### config.mk
export PLATFORM = sky130hd
export DESIGN_NAME = fp32_iterative_multiplier
export DESIGN_NICKNAME = d
export VERILOG_FILES = /design/src/rtl/fp32_iterative_multiplier.sv
export SDC_FILE = /design/constraint.sdc
export NUM_CORES = 1
export LEC_CHECK = 0
export ABC_CLOCK_PERIOD_IN_PS = 4200
export CORE_ASPECT_RATIO = 0.8
export CORE_MARGIN = 4
export CORE_UTILIZATION = 60
export CTS_CLUSTER_SIZE = 10
export DETAILED_ROUTE_END_ITERATION = 7
export DONT_BUFFER_PORTS = 1
export GPL_TIMING_DRIVEN = 0
export PLACE_DENSITY = 0.76
export SYNTH_ARGS = -nofsm -noshare
export SYNTH_HDL_FRONTEND = slang
export SYNTH_SLANG_ARGS = --single-unit
### constraint.sdc
create_clock -name clk -period 4.2 [get_ports clk]
set_clock_uncertainty 0.15 [all_clocks]
set_input_delay 0.63 -clock clk [delete_from_list [all_inputs] [get_ports clk]]
set_output_delay 0.63 -clock clk [all_outputs]
set_load 0.005 [all_outputs]
### src/rtl/fp32_iterative_multiplier.sv
// Multi-cycle FP32 multiplier: one shift-add step per clock on the 24-bit significands,
// truncating rounding, denormals flushed to zero, exponent 255 treated as infinity.
module fp32_iterative_multiplier #(
  parameter int MANT_W = 24,
  parameter int BIAS   = 127
) (
  input  logic        clk,
  input  logic        rst,
  input  logic        Start,
  input  logic [31:0] OperandA,
  input  logic [31:0] OperandB,
  output logic        Busy,
  output logic        Done,
  output logic [31:0] Result,
  output logic        OVF,
  output logic        UFF
);

  typedef enum logic [1:0] {IDLE, MUL, NORM, DONE} state_t;

  localparam int          PROD_W = 2 * MANT_W;
  localparam logic [4:0]  LAST_STEP = 5'(MANT_W - 1);
  localparam logic signed [9:0] BIAS_S = 10'(BIAS);

  state_t state, state_next;

  logic                    sign;
  logic signed [9:0]       exp_sum;
  logic [MANT_W-1:0]       ma, mb;
  logic [PROD_W-1:0]       product;
  logic [4:0]              counter;

  logic [7:0]              exp_a, exp_b;
  logic                    in_sign, any_inf, any_zero;
  logic [MANT_W:0]         acc;
  logic [PROD_W-1:0]       product_step;
  logic signed [9:0]       e_norm;
  logic [22:0]             mant_norm;

  assign exp_a    = OperandA[30:23];
  assign exp_b    = OperandB[30:23];
  assign in_sign  = OperandA[31] ^ OperandB[31];
  assign any_inf  = (exp_a == 8'hFF) || (exp_b == 8'hFF);
  assign any_zero = (exp_a == 8'h00) || (exp_b == 8'h00);

  // Add into the upper half with the carry kept, then shift {carry, product} right.
  assign acc          = {1'b0, product[PROD_W-1 -: MANT_W]} + {1'b0, (mb[0] ? ma : {MANT_W{1'b0}})};
  assign product_step = {acc, product[MANT_W-1:1]};

  always_comb begin
    // NOTE: every always_comb output gets a default first so no path can infer a latch.
    e_norm    = exp_sum - BIAS_S;
    mant_norm = product[PROD_W-3 -: 23];
    if (product[PROD_W-1]) begin
      e_norm    = exp_sum - BIAS_S + 10'sd1;
      mant_norm = product[PROD_W-2 -: 23];
    end
  end

  always_comb begin
    state_next = state;
    unique case (state)
      IDLE: if (Start) state_next = (any_inf || any_zero) ? DONE : MUL;
      MUL:  if (counter == LAST_STEP) state_next = NORM;
      NORM: state_next = DONE;
      DONE: state_next = IDLE;
      default: state_next = IDLE;
    endcase
  end

  always_ff @(posedge clk) begin
    // NOTE: reset is synchronous and also clears the datapath so a mid-operation abort leaves no stale state.
    if (rst) begin
      state   <= IDLE;
      Busy    <= 1'b0;
      Done    <= 1'b0;
      Result  <= 32'h0;
      OVF     <= 1'b0;
      UFF     <= 1'b0;
      sign    <= 1'b0;
      exp_sum <= 10'sd0;
      ma      <= '0;
      mb      <= '0;
      product <= '0;
      counter <= 5'd0;
    end else begin
      state <= state_next;
      Busy  <= (state_next != IDLE);
      Done  <= (state_next == DONE);
      unique case (state)
        IDLE: if (Start) begin
          sign    <= in_sign;
          exp_sum <= $signed({2'b00, exp_a}) + $signed({2'b00, exp_b});
          ma      <= {1'b1, OperandA[22:0]};
          mb      <= {1'b1, OperandB[22:0]};
          product <= '0;
          counter <= 5'd0;
          if (any_inf) begin
            Result <= {in_sign, 8'hFF, 23'h0};
            OVF    <= 1'b0;
            UFF    <= 1'b0;
          end else if (any_zero) begin
            Result <= {in_sign, 31'h0};
            OVF    <= 1'b0;
            UFF    <= 1'b0;
          end
        end
        MUL: begin
          product <= product_step;
          mb      <= mb >> 1;
          counter <= counter + 5'd1;
        end
        NORM: begin
          if (e_norm >= 10'sd255) begin
            Result <= {sign, 8'hFF, 23'h0};
            OVF    <= 1'b1;
            UFF    <= 1'b0;
          end else if (e_norm <= 10'sd0) begin
            Result <= {sign, 31'h0};
            OVF    <= 1'b0;
            UFF    <= 1'b1;
          end else begin
            Result <= {sign, e_norm[7:0], mant_norm};
            OVF    <= 1'b0;
            UFF    <= 1'b0;
          end
        end
        default: ;
      endcase
    end
  end

endmodule

-- Word level (Yosys, flattened, before mapping)
Cells that the tools add are included.
- register bits: 150
- input port bits: 67
- output and inout bits: 36
- word-level logic and storage cells: 68
- add/sub/neg operators: 5
- $lt $le $gt $ge: 2
- eq/ne operators: 9
- muxes and demuxes: 27
- bitwise operators: 1
- reduce and logical (&&, ||, !) cells: 12
- operator list (cell ; count):
    32-bit two-way mux ; 3
    48-bit case mux with 2 select lines ; 1
    32-bit case mux with 2 select lines ; 1
    31-bit two-way mux ; 2
    24-bit two-way mux ; 2
    48-bit two-way mux ; 1
    24-bit case mux with 2 select lines ; 1
    24-bit by 24-bit adder with 25-bit output ; 1
    23-bit two-way mux ; 1
    8-bit == test, second input constant ; 2
    8-bit logical NOT ; 2
    10-bit by 2-bit adder with 10-bit output, second input constant ; 1
    10-bit by 9-bit >= comparator with 1-bit output, second input constant ; 1
    10-bit by 1-bit <= comparator with 1-bit output, second input constant ; 1
    10-bit two-way mux ; 1
    5-bit case mux with 2 select lines ; 1
    10-bit by 8-bit subtractor with 10-bit output, second input constant ; 1
    8-bit by 8-bit adder with 9-bit output ; 1
    2-bit case mux with 4 select lines ; 1
    2-bit == test, second input constant ; 3
    1-bit two-way mux ; 6
    2-bit two-way mux ; 3
    2-bit nonzero test ; 3
    5-bit by 1-bit adder with 5-bit output, second input constant ; 1
    11 further kinds ; 15

-- Logic depth before layout (Yosys ltp)
Gate-level depths: netlist (run 1).
- depth after elaboration: 7
- depth in mapped cells: 15
- gate-level depth less buffers: 11

-- Worst setup path after synthesis (run 1)
Ideal clock, no wire load.
- path kind: flip-flop to flip-flop
- start point: reg exp_sum[0]
- end point: reg Result[10]
- library setup time: 0.067 ns
- data arrival time: 3.170 ns
- required time: 3.983 ns
- path slack: 0.813 ns
- cell stages (with the launch flop): 14
- path buffers: 3
- period minus slack after synthesis: 3.387 ns
- cell sequence: dfxtp_1 -> buf_2 -> clkbuf_1 -> inv_1 -> ha_1 -> or3b_1 -> a211oi_1 -> o32ai_1 -> a32oi_1 -> o22ai_1 -> and4_4 -> a2111o_2 -> buf_6 -> o21ai_2
- longest elaborated chain between the ends: 7
- elaborated cells on any way between the ends: 8
- those cells by class: add/sub (2); order compare (2); mux (4)
- RTL lines (what ; line ; text):
    start: declaration ; 28 ; logic signed [9:0] exp_sum;
    start signal: assignment ; 93 ; exp_sum <= $signed({2'b00, exp_a}) + $signed({2'b00, exp_b});
    10-bit by 8-bit subtractor with 10-bit output * ; 52, 55 ;
    10-bit by 2-bit adder with 10-bit output ; 55 ; e_norm = exp_sum - BIAS_S + 10'sd1;
    10-bit two-way mux * ; 54 ; if (product[PROD_W-1]) begin
    10-bit by 1-bit <= comparator with 1-bit output ; 118 ; end else if (e_norm <= 10'sd0) begin
    31-bit two-way mux ; 118 ;
    31-bit two-way mux * ; 114 ; if (e_norm >= 10'sd255) begin
    32-bit case mux with 2 select lines * ; 90 ; unique case (state)
    end signal: assignment ; 115 ; Result <= {sign, 8'hFF, 23'h0};
    end signal: assignment ; 119 ; Result <= {sign, 31'h0};
    end signal: assignment ; 123 ; Result <= {sign, e_norm[7:0], mant_norm};
    end: declaration ; 14 ; output logic [31:0] Result,
Mark *: on every way between the ends. The rest lies on a longest branch, timed or not.
A chain may end at the register's enable or synchronous reset.

-- Final worst setup path (run 1)
- start point: reg exp_sum[0]
- end point: reg Result[7]
Same word-level chain as after synthesis.

==> flow_summary.toml, run 1 <==
[synthesis]
yosys_warnings = 0
syn_area_per_cell_um2 = 7.99
syn_inst = 893
synth_common_cells = "nand2_1, dfxtp_1, a21oi_1, nor2_1, clkbuf_1"
async_flop_share_pct = 0
yosys-top-cells-area = "dfxtp_1, nand2_1, ha_1"
synth_top_area_cell = "dfxtp_1"
synth_cell_types = 68
ys.flop_type = "dfxtp_1"
syn_nets = 997
synth_edf_count = 0
synth_top_area_share_pct = 35.4
synth_seq_cells = 126
syn_area_mm2 = 0.00713
post-synth-top-count-cell = "nand2_1"
ys_seq_area_share_pct = 35.4

[run]
cap_violations = 0

[timing]
period_needed_ns = 3.94
rsz0062_at_grt = "false"
fin_ws_ns = 0.265
fmax_mhz = 254
setup_tns_ns = 0
hold_viol = 0
tightestPinTransition_ns = 0.939
finalCritPeriodShare_pct = 93.7
drv_slew = 0
relSlewSlack_pct = 36.9
finalSetupViolCount = 0

[floorplan]
dieHeight_um = 106
fp.dieArea_mm2 = 0.0137
core_mm2 = 0.0116
initial_core_util_pct = 61.7
pin_count = 103
die_w_um = 130
rows = 35

[cts]
cts_made_buffers = 17
clock-sinks = 126
root_buffer = "clkbuf_16"
ctsLongestPathBuffers = 2
clk_latency_ns = 0.42
ctsResizeCount = 0
clk_pin_slew_ns = 0.06
post_cts_buffers = 0
cts.htree.levels = 4
cts_tree = "built"
postCtsHoldBufs = 0

[route]
drt_iter0_markers = 560
drt_first_pass_iters = 5
drt-vias-per-instance = 6.15
drc_errors = 0
vias = 6594
ant_nets = 0
wl_per_cell_um = 17.6
drt-total-wl_um = 18900

[power_and_ir_drop]
ir_drop_v = 0.000333
p_leak_nw = 3.05
powerDensity_mw_per_mm2 = 387

[setup_path]
crit_path_start_kind = "register"
arrival_ns = 4.14
critPathKind = "reg -> reg"
end_kind = "register"
path_max_fanout = 10
cp.required_ns = 4.41

[placement]
globalplace.congestion = 0.902
dp.final_hpwl_um = 14100
dp_slack_ns = 0.140
numPortBuffers = 0

[finish]
syn_to_final_growth_pct = 10.9
n_antenna_cell = 0
fin_nets = 1016
drive_gt1_share_pct = 8.32

[global_route]
track_usage_pct = 27.9
grt_max_degree = 17
grt-ovfl-total = 0
grt_pass1_wl_um = 31000
antenna_found_initial = 0
grt_pass1_vias = 6433

[run_status]
status = "completed"

[hold_path]
hold_class = "in -> reg"
==> logic make-up (layout without fill, tap and decap cells) <==
group	Yosys count	in the layout	share of synthesized area, %
flops	126	126	35.4
fa+ha+maj	37	37	6.70
buf+inv	76	108	4.39
xor+xnor	36	36	4.42
simple gates	363	363	23.5
mux	24	24	3.37
compound gates	231	231	22.3
==> cell usage in the layout, fill, tap and decap left out, drive strengths merged, types with 6 or more instances in the layout <==
cell | synthesis | routed
o21ai | 47 | 47
nand4 | 11 | 11
a21oi | 71 | 71
dfxtp | 126 | 126
a211oi | 7 | 7
a21o | 13 | 13
nand2b | 11 | 11
inv | 18 | 21
nor2 | 70 | 70
clkinvlp | 0 | 6
a311oi | 23 | 23
and2 | 29 | 29
ha | 35 | 35
nand3 | 20 | 20
nor4 | 6 | 6
nor3 | 15 | 15
a22o | 11 | 11
a31oi | 14 | 14
a22oi | 7 | 7
clkbuf | 40 | 57
nand2 | 170 | 170
buf | 18 | 18
xor2 | 15 | 15
xnor2 | 21 | 21
mux2i | 24 | 24
==> flip-flops by register name (all words and copies together), names as in the netlist, 2 cells and up <==
name / flops
Result: 32
product: 25
ma: 24
mb: 24
exp_sum: 9
counter: 5
state: 2
==> where the power goes <==
part | total, W | internal, W | switching [W]
combinational | 0.000309 | 0.000107 | 0.000203
sequential | 0.00128 | 0.00124 | 0.0000350
clock | 0.00147 | 0.000881 | 0.000590
total | 0.00306 | 0.00223 | 0.000828
==> critical path, cell delays in order, from the launching register on <==
cell and delay [ns]:
dfxtp_1 0.33, buf_2 0.21, clkbuf_2 0.27, inv_1 0.07, ha_1 0.40, or3b_1 0.46, a211oi_1 0.38, o32ai_1 0.22
a32oi_1 0.20, o22ai_1 0.12, and4_4 0.18, a2111o_2 0.53, buf_6 0.19, o21ai_2 0.14
==> per-layer routing <==
layer | share of wire, % | wire, um | vias up | global-route usage (%)
met5 | 0 | 0 | - | 0
met4 | 2.1 | 396 | 0 | 10.7
met3 | 7.0 | 1320 | 31 | 6.43
met2 | 46 | 8640 | 206 | 43.7
met1 | 45 | 8500 | 3139 | 37.4
li1 | - | - | 3218 | -
==> final timing paths <==
kind                                         startpoint                      to  slack [ns]  depth (start not counted)
worst max-delay path            exp_sum[0]$_SDFFE_PP0P_  Result[7]$_SDFFE_PP0P_        0.26                         13
worst min-delay path                       OperandA[11]     ma[11]$_SDFFE_PP0P_        0.19                          2
worst max register to register  exp_sum[0]$_SDFFE_PP0P_  Result[7]$_SDFFE_PP0P_        0.26                         13
worst min register to register       ma[4]$_SDFFE_PP0P_      ma[4]$_SDFFE_PP0P_        0.30                          2
==> area by class of cell <==
| type | count | area (um2) |
|---|---|---|
| Multi-Input combinational cell | 691 | 4300 |
| Buffer | 58 | 246 |
| Inverter | 18 | 67.6 |
| Sequential cell | 126 | 2520 |
| Fill cell | 990 | 3650 |
| Clock buffer | 17 | 425 |
| Clock inverter | 15 | 165 |
| Tap cell | 148 | 185 |
==> metrics by stage <==
step | util, % | area [um2] | total power (W) | hold WS [ns] | std cells
final | 68.4 | 7910 | 0.00306 | 0.189 | 1073
after global routing | 68.4 | 7910 | 0.00316 | 0.198 | 1073
after CTS | 68.4 | 7910 | 0.00306 | 0.186 | 1073
after detailed placement | 63.3 | 7320 | 0.00161 | 0.295 | 1041
after global placement | 63.3 | 7320 | 0.00160 | 0.293 | 1041
after floorplan | - | 7130 | 0.00153 | 0.282 | 893
Power figures use the tool's default switching activity.
==> run 2, diff against run 1 <==
- CAP_MARGIN: default -> 20
==> results of run 2 <==
Final layout, timing and power as in run 1 (identical DEF).
==> run 3, diff against run 2 <==
- ABC_AREA: default -> 1
==> flow_summary.toml, run 3 <==
[setup_path]
arrival_ns = 3.23
crit_path_start_kind = "register"
critical_path.top_delay_family = "simple AND/OR/NAND/NOR gates"
worstPathCellList = "clkbuf_1, clkbuf_1, nand2_1, inv_1, ha_1, nand2_1, nor2_1, nand2_1, o21ai_0, a21oi_1, or2_2, nand3_1, a21oi_1"
r2r_setup_slack_ns = 1.10
timing.rr.end = "product[40]$_SDFFE_PP0P_"
critPathKind = "reg -> reg"
critical_path_buf_inv_count = 3
cpPeakStageDelay_ns = 0.39
r2r_start = "mb[0]$_SDFFE_PP0P_"
cp.required_ns = 4.33
crit_top_cell = "nand2_1"
end_kind = "register"
path_max_fanout = 10
ff2ff_path_depth = 13
critPathSlowestCell = "clkbuf_1"

[timing]
rsz0062_at_grt = "false"
fmax_mhz = 323
hold_viol = 0
holdWs_ns = 0.192
finalSetupViolCount = 0
drv_slew = 0
tightestPinTransition_ns = 0.770
period_needed_ns = 3.10
relSlewSlack_pct = 48.5
finalCritPeriodShare_pct = 73.8
setup_tns_ns = 0

[cts]
post_cts_buffers = 0
clock-sinks = 126
clk_latency_ns = 0.42
root_buffer = "clkbuf_16"
ctsResizeCount = 0
cts_tree = "built"
cts.htree.levels = 4
cts_made_buffers = 17
ctsLongestPathBuffers = 2
clk_pin_slew_ns = 0.06
postCtsHoldBufs = 0

[route]
drt-total-wl_um = 21700
drt_iter0_markers = 723
ant_nets = 0
drt_first_pass_iters = 5
drc_errors = 0
drt-vias-per-instance = 5.53
vias = 7646
wl_per_cell_um = 15.7

[finish]
n_antenna_cell = 0
largest-register = "Result"
syn_to_final_growth_pct = 10.5
final-seq-area_mm2 = 0.00252
fin_nets = 1303
drive_gt1_share_pct = 6.11
final_cell_mix = "nand2_1, nor2_1, o21ai_0, dfxtp_1, a21oi_1"
top_regs = "Result x32, product x25"
layout_commonest_cell = "nand2_1"
largest_reg_flops = 32
multi_input_area_mm2 = 0.00439
n_fill_cell = 1171

[run_status]
status = "completed"

[synthesis]
synth_top_area_share_pct = 33.1
async_flop_share_pct = 0
synth_seq_cells = 126
yosys-top-cells-area = "dfxtp_1, nand2_1, o21ai_0"
syn_inst = 1180
syn_area_per_cell_um2 = 6.45
syn_area_mm2 = 0.00761
ys_seq_area_share_pct = 33.1
synth_top_area_cell = "dfxtp_1"
synth_cell_types = 43
yosys_warnings = 0
ys.flop_type = "dfxtp_1"
post-synth-top-count-cell = "nand2_1"
syn_nets = 1284
synth_common_cells = "nand2_1, nor2_1, o21ai_0, dfxtp_1, a21oi_1"
synth_edf_count = 0

[hold_path]
whs_endpoint = "ma[3]$_SDFFE_PP0P_"
hold_class = "in -> reg"
hold_depth = 2
min-delay-start = "OperandA[3]"

[global_route]
grt_max_degree = 17
grt.busiest_layer = "met1"
gr-usage-met2_pct = 43.3
grtUsageMet1_pct = 44.2
use_met3_pct = 7.06
grt_pass1_wl_um = 34500
track_usage_pct = 29.8
grt-ovfl-total = 0
antenna_found_initial = 0
grt_pass1_vias = 6768

[floorplan]
die_w_um = 134
fp.dieArea_mm2 = 0.0146
initial_core_util_pct = 61.9
dieHeight_um = 109
pin_count = 103
core_mm2 = 0.0123
rows = 36

[power_and_ir_drop]
powerDensity_mw_per_mm2 = 378
p_leak_nw = 3.67
ir_drop_v = 0.000346

[run]
cap_violations = 0

[placement]
globalplace.congestion = 0.980
numPortBuffers = 0
dp.final_hpwl_um = 16800
==> run 3: worst max path at each step <==
stage | start | slack, ns | cells after the start | end
6_report | mb[0]$_SDFFE_PP0P_ | 1.10 | 13 | product[40]$_SDFFE_PP0P_
3_3_place_gp | mb[0]$_SDFFE_PP0P_ | 1.24 | 13 | product[40]$_SDFFE_PP0P_
4_1_cts | mb[0]$_SDFFE_PP0P_ | 1.18 | 13 | product[40]$_SDFFE_PP0P_
2_1_floorplan | mb[0]$_SDFFE_PP0P_ | 1.82 | 13 | product[40]$_SDFFE_PP0P_
3_5_place_dp | mb[0]$_SDFFE_PP0P_ | 1.21 | 13 | product[40]$_SDFFE_PP0P_
5_1_grt | mb[0]$_SDFFE_PP0P_ | 0.85 | 13 | product[40]$_SDFFE_PP0P_
==> run 3: metal layers <==
metal / vias to the layer above / wire, um
met5: - / 0
met1: 3395 / 10600
met2: 313 / 8640
met3: 33 / 2130
met4: 0 / 332
li1: 3905 / -
==> run 3: where the power goes <==
part	total, W	switching (W)	internal [W]
Combinational	0.000406	0.000283	0.000124
Sequential	0.00130	0.0000412	0.00126
Clock	0.00147	0.000591	0.000883
==> run 3: through the flow <==
stage / util, % / cell area (um2) / power, W / setup slack, ns / std cells
after floorplan: - / 7610 / 0.00162 / 1.82 / 1180
after global placement: 63.7 / 7830 / 0.00171 / 1.24 / 1351
after detailed placement: 63.7 / 7830 / 0.00172 / 1.21 / 1351
after CTS: 68.4 / 8410 / 0.00317 / 1.18 / 1383
after global routing: 68.4 / 8410 / 0.00330 / 0.852 / 1383
final: 68.4 / 8410 / 0.00318 / 1.10 / 1383
==> run 3: cell families (layout without fill, tap and decap cells) <==
logic type                 count (synthesis)  in the layout  synth area share [%]
and+or+nand+nor                          542            542                  29.6
adders and majority gates                 37             37                  6.28
buffers and inverters                    171            203                  9.22
xor gates and xnor gates                   7              7                 0.805
DFF                                      126            126                  33.1
AOI/OAI and AO/OA                        297            297                  21.0
==> run 3: area by class of cell <==
type / count / area share, %
Tap cell: 171 / 2.54
Sequential cell: 126 / 30.0
Buffer: 53 / 3.03
Inverter: 118 / 5.31
Clock inverter: 14 / 1.86
Multi-Input combinational cell: 883 / 52.2
Clock buffer: 18 / 5.10
